===== src/rtl/piano_pkg.sv =====
// rtl/piano_pkg.sv - shared constants and types for the piano tone path
//
// Holds the base half-period table (100 MHz cycles, indexed by key code - 2),
// the valid key-code and octave-shift ranges, and the tone FSM state type.
package piano_pkg;

    localparam int NOTE_MIN  = 2;
    localparam int NOTE_MAX  = 11;
    localparam int OCT_MIN   = -3;
    localparam int OCT_MAX   = 3;
    localparam int NUM_NOTES = NOTE_MAX - NOTE_MIN + 1;

    // C4 D4 E4 F4 G4 A4 B4 C5 D5 E5
    localparam logic [17:0] BASE_HALF [0:NUM_NOTES-1] = '{
        18'd191113, 18'd170262, 18'd151686, 18'd143172, 18'd127551,
        18'd113636, 18'd101239, 18'd95556,  18'd85131,  18'd75843
    };

    typedef enum logic {
        IDLE = 1'b0,
        PLAY = 1'b1
    } state_t;

endpackage


===== src/rtl/note_period_lut.sv =====
// rtl/note_period_lut.sv - key code + octave shift to half-period lookup
//
// Purely combinational.
//   data         : key code, 2..11 are notes
//   octave_shift : signed octave offset, clamped to -3..+3
//   half         : half-period in clock cycles for the shifted note
//   code_ok      : data is a valid note code
module note_period_lut
    import piano_pkg::*;
#(
    parameter int CNT_W = 21
) (
    input  logic [7:0]        data,
    input  logic signed [3:0] octave_shift,
    output logic [CNT_W-1:0]  half,
    output logic              code_ok
);

    logic [3:0]       idx;
    logic [CNT_W-1:0] base_ext;
    logic             left;
    logic [1:0]       shamt;

    always_comb begin
        code_ok  = (data >= 8'(NOTE_MIN)) && (data <= 8'(NOTE_MAX));
        idx      = code_ok ? 4'(data - 8'(NOTE_MIN)) : 4'd0;
        base_ext = CNT_W'(BASE_HALF[idx]);

        // Negative shift lowers the pitch (longer half period), positive raises it.
        if (octave_shift[3]) begin
            left  = 1'b1;
            shamt = (int'(octave_shift) < OCT_MIN) ? 2'(-OCT_MIN) : 2'(-int'(octave_shift));
        end else begin
            left  = 1'b0;
            shamt = (int'(octave_shift) > OCT_MAX) ? 2'(OCT_MAX) : 2'(octave_shift);
        end

        half = left ? (base_ext << shamt) : (base_ext >> shamt);
    end

endmodule


===== src/rtl/note_tone_gen.sv =====
// rtl/note_tone_gen.sv - glitch-free square-wave tone generator for the buzzer
//
//   clk          : 100 MHz clock
//   reset        : asynchronous, active-high
//   octave_shift : signed octave offset (clamped to -3..+3)
//   data         : key code, 2..11 play a note, anything else is silence
//   note_active  : level-sensitive note gate
//   buzzer       : registered 50 % duty square wave
//   playing      : registered, high while a tone is being produced
module note_tone_gen
    import piano_pkg::*;
#(
    parameter int CNT_W = 21
) (
    input  logic              clk,
    input  logic              reset,
    input  logic signed [3:0] octave_shift,
    input  logic [7:0]        data,
    input  logic              note_active,
    output logic              buzzer,
    output logic              playing
);

    logic [CNT_W-1:0] half;
    logic             code_ok;
    logic             valid;

    state_t           state, state_n;
    logic [CNT_W-1:0] cnt, cnt_n;
    logic [CNT_W-1:0] half_q, half_n;
    logic             buzzer_n;
    logic             playing_n;

    note_period_lut #(.CNT_W(CNT_W)) u_lut (
        .data         (data),
        .octave_shift (octave_shift),
        .half         (half),
        .code_ok      (code_ok)
    );

    assign valid = code_ok && note_active;

    always_ff @(posedge clk or posedge reset) begin
        if (reset) begin
            state   <= IDLE;
            cnt     <= '0;
            half_q  <= '0;
            buzzer  <= 1'b0;
            playing <= 1'b0;
        end else begin
            state   <= state_n;
            cnt     <= cnt_n;
            half_q  <= half_n;
            buzzer  <= buzzer_n;
            playing <= playing_n;
        end
    end

    always_comb begin
        state_n   = state;
        cnt_n     = cnt;
        half_n    = half_q;
        buzzer_n  = buzzer;
        playing_n = playing;

        case (state)
            IDLE: begin
                buzzer_n  = 1'b0;
                cnt_n     = '0;
                playing_n = 1'b0;
                if (valid) begin
                    state_n   = PLAY;
                    half_n    = half;
                    buzzer_n  = 1'b1;
                    playing_n = 1'b1;
                end
            end
            PLAY: begin
                // Gate drop beats a coincident toggle: silence is immediate.
                if (!valid) begin
                    state_n   = IDLE;
                    buzzer_n  = 1'b0;
                    cnt_n     = '0;
                    playing_n = 1'b0;
                end else if (cnt == half_q - CNT_W'(1)) begin
                    // Pitch changes are picked up only here, so a level never
                    // changes length part-way through.
                    buzzer_n = ~buzzer;
                    cnt_n    = '0;
                    half_n   = half;
                end else begin
                    cnt_n = cnt + CNT_W'(1);
                end
            end
            default: begin
                state_n = IDLE;
            end
        endcase
    end

endmodule

===== config.mk =====
export PLATFORM = sky130hd
export DESIGN_NAME = note_tone_gen
export DESIGN_NICKNAME = d
export VERILOG_FILES = /design/src/rtl/piano_pkg.sv /design/src/rtl/note_period_lut.sv /design/src/rtl/note_tone_gen.sv
export SDC_FILE = /design/constraint.sdc
export NUM_CORES = 1
export LEC_CHECK = 0
export BUFFER_PORTS_ARGS = -buffer_cell sky130_fd_sc_hd__buf_2
export CAP_MARGIN = 20
export CORE_AREA = 2 2 148 114
export CTS_CLUSTER_SIZE = 12
export DETAILED_ROUTE_END_ITERATION = 16
export DIE_AREA = 0 0 150 116
export HOLD_SLACK_MARGIN = 0.1
export PLACE_DENSITY = 0.41
export SLEW_MARGIN = 30
export SYNTH_ARGS = -nofsm -noshare
export SYNTH_HDL_FRONTEND = slang
export SYNTH_HIERARCHICAL = 1
export SYNTH_SLANG_ARGS = --single-unit

===== constraint.sdc =====
create_clock -name clk -period 3.37 [get_ports clk]
set_clock_uncertainty 0.15 [all_clocks]
set_input_delay 0.337 -clock clk [delete_from_list [all_inputs] [get_ports clk]]
set_output_delay 0.337 -clock clk [all_outputs]
set_load 0.03 [all_outputs]

==> results of run 1 <==
==> per-stage QoR <==
| step | area (um^2) | cells | hold slack [ns] | util, % |
|---|---|---|---|---|
| after global routing | 5340 | 828 | 0.384 | 33.7 |
| final | 5340 | 828 | 0.364 | 33.7 |
| after floorplan | 4710 | 593 | 0.335 | - |
| after detailed placement | 5100 | 816 | 0.308 | 32.3 |
| after CTS | 5290 | 826 | 0.367 | 33.5 |
| after global placement | 5100 | 816 | 0.351 | 32.3 |
==> power by group <==
part / internal, uW / switching [uW] / total, uW
clock network: 291 / 216 / 507
logic: 285 / 353 / 638
registers: 607 / 105 / 713
total: 1180 / 674 / 1860
==> worst paths after layout <==
path / startpoint / endpoint / slack, ns
max in group asynchronous: reset / half_q[1]$_DFFE_PP0P_ / 2.11
min in group asynchronous: reset / half_q[19]$_DFFE_PP0P_ / 0.53
hold reg to reg: playing$_DFFE_PP0P_ / playing$_DFFE_PP0P_ / 0.36
setup / recovery: half_q[1]$_DFFE_PP0P_ / half_q[1]$_DFFE_PP0P_ / 0.17
hold / removal: playing$_DFFE_PP0P_ / playing$_DFFE_PP0P_ / 0.36
setup reg to reg: half_q[1]$_DFFE_PP0P_ / half_q[1]$_DFFE_PP0P_ / 0.17
==> what timing repair did <==
action,4_1_cts,5_1_grt
hold endpoints to repair,45,0
buffers inserted,2,2
pin swaps,1,0
endpoints found under the setup margin,21,42
resized for setup,2,8
hold buffers,1,0
gates cloned,0,0
==> cell families after synthesis <==
logic type | after synthesis | share of synthesized area, %
fa+ha+maj | 10 | 2.66
buf+inv | 59 | 6.59
mux | 10 | 2.23
simple gates | 279 | 29.3
compound gates | 141 | 26.0
flops | 45 | 23.9
xor+xnor | 49 | 9.28
==> placed cells by master, fill, tap and decap left out, types with 3 or more instances in the layout <==
cell type	netlist	routed
o221ai_2	20	21
xnor2_1	24	24
a221oi_2	3	3
o21ai_0	16	16
nor4_1	3	3
nand2_1	107	107
nand4_1	7	7
a31oi_1	6	6
o22ai_1	5	5
a22oi_1	6	6
xor2_1	24	24
o21a_1	3	3
ha_1	10	9
nor4_4	2	3
dfrtp_1	45	44
o221ai_1	5	4
a21oi_1	24	24
inv_1	16	15
nand3_1	26	26
mux2i_1	6	6
nor3_1	31	31
a211oi_1	4	4
mux2_2	3	3
and2_1	7	7
buf_4	5	41
a32oi_1	4	4
or3_1	7	7
clkbuf_16	0	5
a221oi_1	4	4
o211ai_1	13	13
buf_2	10	16
and3_1	7	7
nor2_1	55	55
o31ai_1	3	3
==> tightest hold or removal path, stage by stage, from the launching register on <==
cell     delay, ns
dfrtp_1       0.37
inv_1         0.05
a21oi_1       0.05
==> routing by layer <==
layer  track usage [%]  vias to the layer above
met1              29.2                     2270
met2              24.2                      191
met5                 0                        -
met3              5.59                       13
met4              2.70                        0
li1                  -                     2219
==> final cells by class <==
cell class	instances	area, um^2	area share (%)
clock inverter	1	7.51	0.141
tap	210	263	4.92
inverter	17	66.3	1.24
multi-input combinational	489	3300	61.9
timing repair buffer	60	429	8.04
clock buffer	6	139	2.60
sequential	45	1130	21.1
==> flip-flops by register name, indices dropped and copies added, names as in the netlist <==
| signal | flops |
|---|---|
| cnt | 21 |
| half_q | 21 |
| buzzer | 1 |
| playing | 1 |
| state | 1 |
==> impl_metrics.yaml, run 1 <==
run_status:
  status: "finished clean"
yosys:
  synthFlopType: "dfrtp_1"
  ys_top_cells_by_count: "nand2_1 (107), nor2_1 (55), dfrtp_1 (45), nor3_1 (31), nand3_1 (26)"
  ys_ff_latch: 45
  syn_area_mm2: 0.00471
  yosysMostFrequentCell: "nand2_1"
  synth_area_leader_cell: "dfrtp_1"
  synth_edf_count: 0
  postSynthNetCount: 618
  yosysUniqueCellTypes: 79
  synthCells: 593
  yosys-top-cells-area: "dfrtp_1 (24%), nand2_1 (8.5%), o221ai_2 (6.4%)"
  yosys_warnings: 6
  ys_seq_area_share_pct: 23.9
  avgSynthCellArea_um2: 7.94
  postSynth.asyncResetShare_pct: 100
  yosys.area.top_type_share_pct: 23.9
timing:
  fmax_mhz: 313
  slew_headroom_pct: 44.9
  tightest_slew_ns: 0.826
  rsz0062_at_grt: "true"
  setup_ws_ns: 0.170
  fin_crit_ns: 3.20
  fin_setup_tns_ns: 0
  finalHoldViolCount: 0
  setup-violations-final: 0
  drv_slew: 0
  finalCritPeriodShare_pct: 94.9
detailed_routing:
  drc: 0
  wl_per_cell_um: 18.8
  wl_um: 15500
  vias: 4693
  ant_nets: 0
  viasPerCell: 5.67
  wl_met1_um: 7930
  drt-initial-drc-count: 501
  drt-pass1-iter-count: 5
  route.met2.wl_um: 6020
  topRoutingLayerUsed: "met4"
  met3_length_um: 1480
placed_design:
  hpwlAfterDp_um: 11900
  dp_slack_ns: -0.0289
  routabilityCongestion: 0.909
  port_buffers: 16
hold_path:
  hold_path_depth: 2
  min_path_type: "register to register"
floorplan:
  die_width_um: 150
  initial_core_util_pct: 29.8
  rows: 40
  die_h_um: 116
  die-area_mm2: 0.0174
  pin_count: 17
  core_area_mm2: 0.0158
worst_setup_path:
  critical-path-top-delay-family: "simple AND/OR/NAND/NOR gates"
  cp_num_buf_inv: 3
  worst-path-stages: 10
  rr_worst_depth: 10
  cp_slowest_stage_delay_ns: 0.58
  crit_chain: "buf_4, nor4_4, buf_4, and3_1, nand3_1, a221o_1, or4_4, o31a_1, buf_12, o221ai_2"
  cp_max_fo: 21
  cp_slowest_cell: "or4_4"
  end_kind: "register"
  crit_top_cell: "buf_4"
  worst_ep_required_time_ns: 3.43
  cp-start-kind: "register"
  criticalPathCategory: "register to register"
  crit_arrival_ns: 3.26
power:
  peakVddDrop_mv: 0.155
  powerDensity_mw_per_mm2: 348
  leakage_uw: 0.00197
  finalPower_uw: 1860
clock_tree:
  cts_made_buffers: 5
  h-tree-depth: 2
  path_clk_slew_ns: 0.06
  cts_root_buffer: "clkbuf_16"
  clock_path_buffers: 2
  cts_sinks: 45
  cts_tree: "done"
  clock_latency_ns: 0.29
global_routing:
  grt_pass1_wl_um: 24800
  grt_pass1_vias: 4324
  grtUsageTotal_pct: 18.4
  grt_antenna_before_repair: 0
  grt_max_degree: 46
  gr-total-overflow: 0
layout:
  n_antenna_cell: 0
  drive_gt1_share_pct: 19.6
  syn2layout_area_growth_pct: 13.4
  final_nets: 643
  fillers: 1713
flow_run:
  drv_cap: 0
Note: power is estimated with default switching activity, not from simulation.
==> inputs of run 2 (changes only) <==
--- a/config.mk
+++ b/config.mk
@@ -7,12 +7,12 @@
 export LEC_CHECK = 0
 export BUFFER_PORTS_ARGS = -buffer_cell sky130_fd_sc_hd__buf_2
 export CAP_MARGIN = 20
-export CORE_AREA = 2 2 148 114
+export CORE_AREA = 2 2 122 94
 export CTS_CLUSTER_SIZE = 12
 export DETAILED_ROUTE_END_ITERATION = 16
-export DIE_AREA = 0 0 150 116
+export DIE_AREA = 0 0 124 96
 export HOLD_SLACK_MARGIN = 0.1
-export PLACE_DENSITY = 0.41
+export PLACE_DENSITY = 0.57
 export SLEW_MARGIN = 30
 export SYNTH_ARGS = -nofsm -noshare
 export SYNTH_HDL_FRONTEND = slang
==> constraint.sdc (replaced) <==
create_clock -name clk -period 3.7 [get_ports clk]
set_clock_uncertainty 0.15 [all_clocks]
set_input_delay 0.37 -clock clk [delete_from_list [all_inputs] [get_ports clk]]
set_output_delay 0.37 -clock clk [all_outputs]
set_load 0.03 [all_outputs]
==> run 2 against run 1 <==
- critical endpoint is now half_q[20]$_DFFE_PP0P_
- routed wire length decreased by 8.5%
- largest cell class unchanged
- utilization is 14 points higher
- die area decreased by 32%
- global-route usage is 6.7 points higher
- non-clock buffer count down 26
- critical path type unchanged
- clock power rose by 16%
==> impl_metrics.yaml, run 2 (synthesis results as in run 1) <==
layout:
  layout_commonest_cell: "nand2_1"
  ff_latch_area_mm2: 0.00113
  top_regs: "cnt (21), half_q (21)"
  n_antenna_cell: 0
  final_nets: 617
  final_cell_mix: "nand2_1 (107), nor2_1 (55), dfrtp_1 (45)"
  multiInputGateArea_mm2: 0.00329
  fin_util_pct: 47.3
  fillers: 1068
  drive_gt1_share_pct: 15.7
  syn2layout_area_growth_pct: 7.92
detailed_routing:
  drc: 0
  drt-pass1-iter-count: 5
  vias: 4618
  drt-initial-drc-count: 532
  viasPerCell: 6.30
  ant_nets: 0
  wl_per_cell_um: 19.4
  wl_um: 14200
hold_path:
  hold_path_end: "playing$_DFFE_PP0P_"
  hold_path_depth: 2
  min_path_type: "register to register"
  hp-start: "playing$_DFFE_PP0P_"
global_routing:
  grt_pass1_wl_um: 23000
  grt_max_degree: 46
  grtUsageTotal_pct: 25.1
  gr-total-overflow: 0
  grt_pass1_vias: 4277
  grt_antenna_before_repair: 0
power:
  peakVddDrop_mv: 0.266
  combPwrFrac_pct: 27.8
  p_clk_share_pct: 33.4
  powerDensity_mw_per_mm2: 345
  leakage_uw: 0.00186
  p_seq_share_pct: 38.7
  switching_share_pct: 34.3
  netSwitchingPower_uw: 601
  p_int_uw: 1150
floorplan:
  pin_count: 17
  die-area_mm2: 0.0119
  die_h_um: 96
  die_width_um: 124
  core_area_mm2: 0.0107
  rows: 33
  initial_core_util_pct: 43.8
worst_setup_path:
  crit_chain: "inv_1, ha_1, nor3b_2, mux2_1, mux2i_1, a221o_1, or4_4, o31a_1, buf_4, o221ai_1"
  cp_slowest_cell: "or4_4"
  criticalPathCategory: "register to register"
  rrSetupSlack_ns: 0.34
  crit_arrival_ns: 3.41
  critical-path-top-delay-family: "simple AND/OR/NAND/NOR gates"
  cp_max_fo: 21
  cp-start-kind: "register"
  timing.rr.start: "half_q[0]$_DFFE_PP0P_"
  worst_ep_required_time_ns: 3.75
  end_kind: "register"
  rr_worst_depth: 10
  cp_slowest_stage_delay_ns: 0.57
  cp_num_buf_inv: 2
  rr_endpoint: "half_q[20]$_DFFE_PP0P_"
clock_tree:
  cts_root_buffer: "clkbuf_16"
  h-tree-depth: 2
  clock_latency_ns: 0.29
  path_clk_slew_ns: 0.06
  clock_path_buffers: 2
  cts_tree: "done"
  cts_made_buffers: 5
  cts_setup_buffers: 0
  cts_sinks: 45
flow_run:
  drv_cap: 0
timing:
  slew_headroom_pct: 43.3
  rsz0062_at_grt: "false"
  finalCritPeriodShare_pct: 90.8
  fmax_mhz: 298
  fin_setup_tns_ns: 0
  drv_slew: 0
  fin_crit_ns: 3.36
  setup-violations-final: 0
  tightest_slew_ns: 0.850
  finalHoldViolCount: 0
  setup_ws_ns: 0.339
placed_design:
  dp_slack_ns: 0.319
  hpwlAfterDp_um: 10600
  port_buffers: 16
  routabilityCongestion: 0.983
run_status:
  status: "finished clean"
[run 2: cell count changes in the layout (fill, tap and decap cells not counted), sizes merged]
cell,delta
buf,-26
bufinv,+2
clkbuf,-1
clkinv,+1
clkinvlp,-1
[run 2: metrics by stage]
stage	instance area [um^2]	power, uW	cells	hold WS (ns)
6_report	5080	1750	733	0.361
5_1_grt	5080	1850	733	0.411
4_1_cts	5060	1750	733	0.365
3_5_place_dp	4860	1160	724	0.337
3_3_place_gp	4860	1150	724	0.351
2_1_floorplan	4710	1050	593	0.335
[run 2: power by group through the flow]
stage,Combinational [uW],Clock [uW],Sequential (uW)
finish,488,586,679
global route,542,616,692
CTS,481,594,673
detailed placement,476,0,683
global placement,470,0,680
floorplan,437,0,611
[run 2: worst max-delay path by stage]
stage	startpoint	endpoint	slack, ns	depth (start not counted)
6_report	half_q[0]$_DFFE_PP0P_	half_q[20]$_DFFE_PP0P_	0.34	10
2_1_floorplan	data[3]	half_q[3]$_DFFE_PP0P_	0.47	15
3_3_place_gp	half_q[0]$_DFFE_PP0P_	half_q[20]$_DFFE_PP0P_	0.38	10
5_1_grt	half_q[0]$_DFFE_PP0P_	half_q[20]$_DFFE_PP0P_	0.14	10
3_5_place_dp	half_q[0]$_DFFE_PP0P_	half_q[20]$_DFFE_PP0P_	0.32	10
4_1_cts	half_q[0]$_DFFE_PP0P_	half_q[20]$_DFFE_PP0P_	0.29	10
[run 2: worst min-delay path, stage by stage, from the launching register on]
cell     delay (ns)
dfrtp_1        0.37
inv_1          0.05
a21oi_1        0.05
[run 2: timing repair]
action                     4_1_cts  5_1_grt
hold buffers                     1        0
setup endpoints to repair        0        2
hold endpoints to repair        45        0
gates resized for setup          0        2
[run 2: routing by layer]
layer / wire [um] / up-vias / GRT usage [%] / share of wire (%)
li1: - / 2173 / - / -
met1: 7070 / 2194 / 39.2 / 50
met2: 5670 / 226 / 34.7 / 40
met3: 1310 / 25 / 6.34 / 9.2
met4: 166 / 0 / 4.03 / 1.2
met5: 0 / - / 0 / 0
[run 2: final cells by class]
cell class / instances / share of cell area, %
sequential: 45 / 22.2
inverter: 17 / 1.31
tap: 140 / 3.45
clock inverter: 3 / 1.28
clock buffer: 5 / 2.46
multi-input combinational: 489 / 64.8
timing repair buffer: 34 / 4.53
==> inputs of run 3 (changes only) <==
--- a/config.mk
+++ b/config.mk
@@ -13,6 +13,7 @@
 export DIE_AREA = 0 0 124 96
 export HOLD_SLACK_MARGIN = 0.1
 export PLACE_DENSITY = 0.57
+export REMOVE_ABC_BUFFERS = 1
 export SLEW_MARGIN = 30
 export SYNTH_ARGS = -nofsm -noshare
 export SYNTH_HDL_FRONTEND = slang
==> run 3 against run 2 <==
- critical endpoint unchanged
- non-clock buffer count shrank 1
- routed wire length shrank 6.0%
- global-route usage shrank 1.2 points
- first-iteration DRC count grew 0.38%
- fmax shrank 0.52%
- sequential power shrank 1%
- via count grew 1.1%
- critical path depth is the same
- sequential share of layout area grew 0.19 points
- clock power shrank 9.9%
- largest power group unchanged
- setup slack lost 0.017 ns
==> impl_metrics.yaml, run 3 (synthesis results as in run 1) <==
run_status:
  status: "finished clean"
clock_tree:
  cts_sinks: 45
  cts_tree: "done"
  cts_made_buffers: 5
  path_clk_slew_ns: 0.06
  clock_latency_ns: 0.29
  cts_resized: 0
  h-tree-depth: 2
  clock_path_buffers: 2
  holdBufCountCts: 0
  cts_root_buffer: "clkbuf_16"
  cts_setup_buffers: 0
detailed_routing:
  drt-pass1-iter-count: 5
  vias: 4670
  viasPerCell: 6.38
  ant_nets: 0
  drt-initial-drc-count: 534
  wl_um: 13400
  wl_per_cell_um: 18.2
  drc: 0
layout:
  n_antenna_cell: 0
  final_cells: 732
  syn2layout_area_growth_pct: 6.99
  final_area_mm2: 0.00504
  layout_commonest_cell: "nand2_1"
  final_nets: 616
  top_regs: "cnt (21), half_q (21)"
  final_cell_mix: "nand2_1 (107), nor2_1 (55), dfrtp_1 (45)"
  drive_gt1_share_pct: 15.4
power:
  leakage_uw: 0.00184
  netSwitchingPower_uw: 579
  p_int_uw: 1100
  p_seq_share_pct: 39.9
  peakVddDrop_mv: 0.240
  finalPower_uw: 1680
  switching_share_pct: 34.4
  combPwrFrac_pct: 28.8
  powerDensity_mw_per_mm2: 334
  p_clk_share_pct: 31.4
worst_setup_path:
  rr_worst_depth: 10
  rrSetupSlack_ns: 0.32
  end_kind: "register"
  critPathCapture: "half_q[20]$_DFFE_PP0P_"
  cp-start-kind: "register"
  rr_endpoint: "half_q[20]$_DFFE_PP0P_"
  crit_start: "half_q[0]$_DFFE_PP0P_"
  crit_arrival_ns: 3.38
  cp_max_fo: 21
  timing.rr.start: "half_q[0]$_DFFE_PP0P_"
  worst_ep_required_time_ns: 3.70
  criticalPathCategory: "register to register"
timing:
  tightest_slew_ns: 0.798
  setup-violations-final: 0
  fmax_mhz: 296
  finalHoldViolCount: 0
  drv_slew: 0
  fin_crit_ns: 3.38
  rsz0062_at_grt: "false"
  fin_setup_tns_ns: 0
  slew_headroom_pct: 46.7
  finalCritPeriodShare_pct: 91.3
placed_design:
  routabilityCongestion: 1.08
  hpwlAfterDp_um: 10300
  dp_cells: 724
  placed_area_mm2: 0.00486
  port_buffers: 16
global_routing:
  grt_pass1_vias: 4272
  gr-total-overflow: 0
  grt_antenna_before_repair: 0
  grt_pass1_wl_um: 22400
  grt_max_degree: 46
  grtUsageTotal_pct: 23.9
floorplan:
  die-area_mm2: 0.0119
  die_h_um: 96
  rows: 33
  die_width_um: 124
  pin_count: 17
  initial_core_util_pct: 43.8
  core_area_mm2: 0.0107
flow_run:
  drv_cap: 0
hold_path:
  min_path_type: "primary input to async pin"
run 3: cell type report:
type	instances	area (um^2)
tap	140	175
clock buffer	7	143
fill	1083	5700
clock inverter	1	30.0
multi-input combinational	489	3280
timing repair buffer	33	220
inverter	17	65.1
sequential	45	1130
run 3: per-stage QoR:
step                hold WS, ns  setup WS [ns]  util (%)
finish                   0.0568          0.321      46.9
global route              0.129          0.173      46.9
CTS                       0.192          0.333      46.9
detailed placement        0.364          0.287      45.3
global placement          0.356          0.393      45.3
floorplan                 0.337         -0.721         -
run 3: routing by layer:
metal / global-route usage [%] / share of wire, % / vias to the layer above
li1: - / - / 2169
met5: 1.79 / 0 / -
met4: 2.72 / 0.41 / 0
met3: 5.98 / 9.7 / 10
met2: 32.2 / 40 / 221
met1: 38.4 / 50 / 2270
run 3: worst max-delay path, stage by stage, from the launching register on:
cell and delay (ns):
dfrtp_1 0.46, inv_1 0.09, ha_1 0.18, nor3b_2 0.39
mux2_1 0.21, mux2i_1 0.10, a221o_1 0.36, or4_4 0.57
nor3_4 0.21, buf_4 0.36, o221ai_1 0.15
run 3: how the worst min path moves through the flow:
stage	endpoint	slack, ns	cells after the start
2_1_floorplan	cnt[0]$_DFF_PP0_	0.34	1
3_3_place_gp	playing$_DFFE_PP0P_	0.36	2
3_5_place_dp	cnt[0]$_DFF_PP0_	0.36	1
4_1_cts	cnt[1]$_DFF_PP0_	0.19	2
5_1_grt	cnt[0]$_DFF_PP0_	0.13	2
6_report	cnt[0]$_DFF_PP0_	0.06	2
run 3: power groups by stage:
| stage | clock [uW] | combinational (uW) | sequential [uW] |
|---|---|---|---|
| after floorplan | 0 | 365 | 649 |
| after global placement | 0 | 471 | 678 |
| after detailed placement | 0 | 475 | 679 |
| after CTS | 541 | 477 | 670 |
| after global routing | 560 | 537 | 685 |
| final | 528 | 484 | 671 |
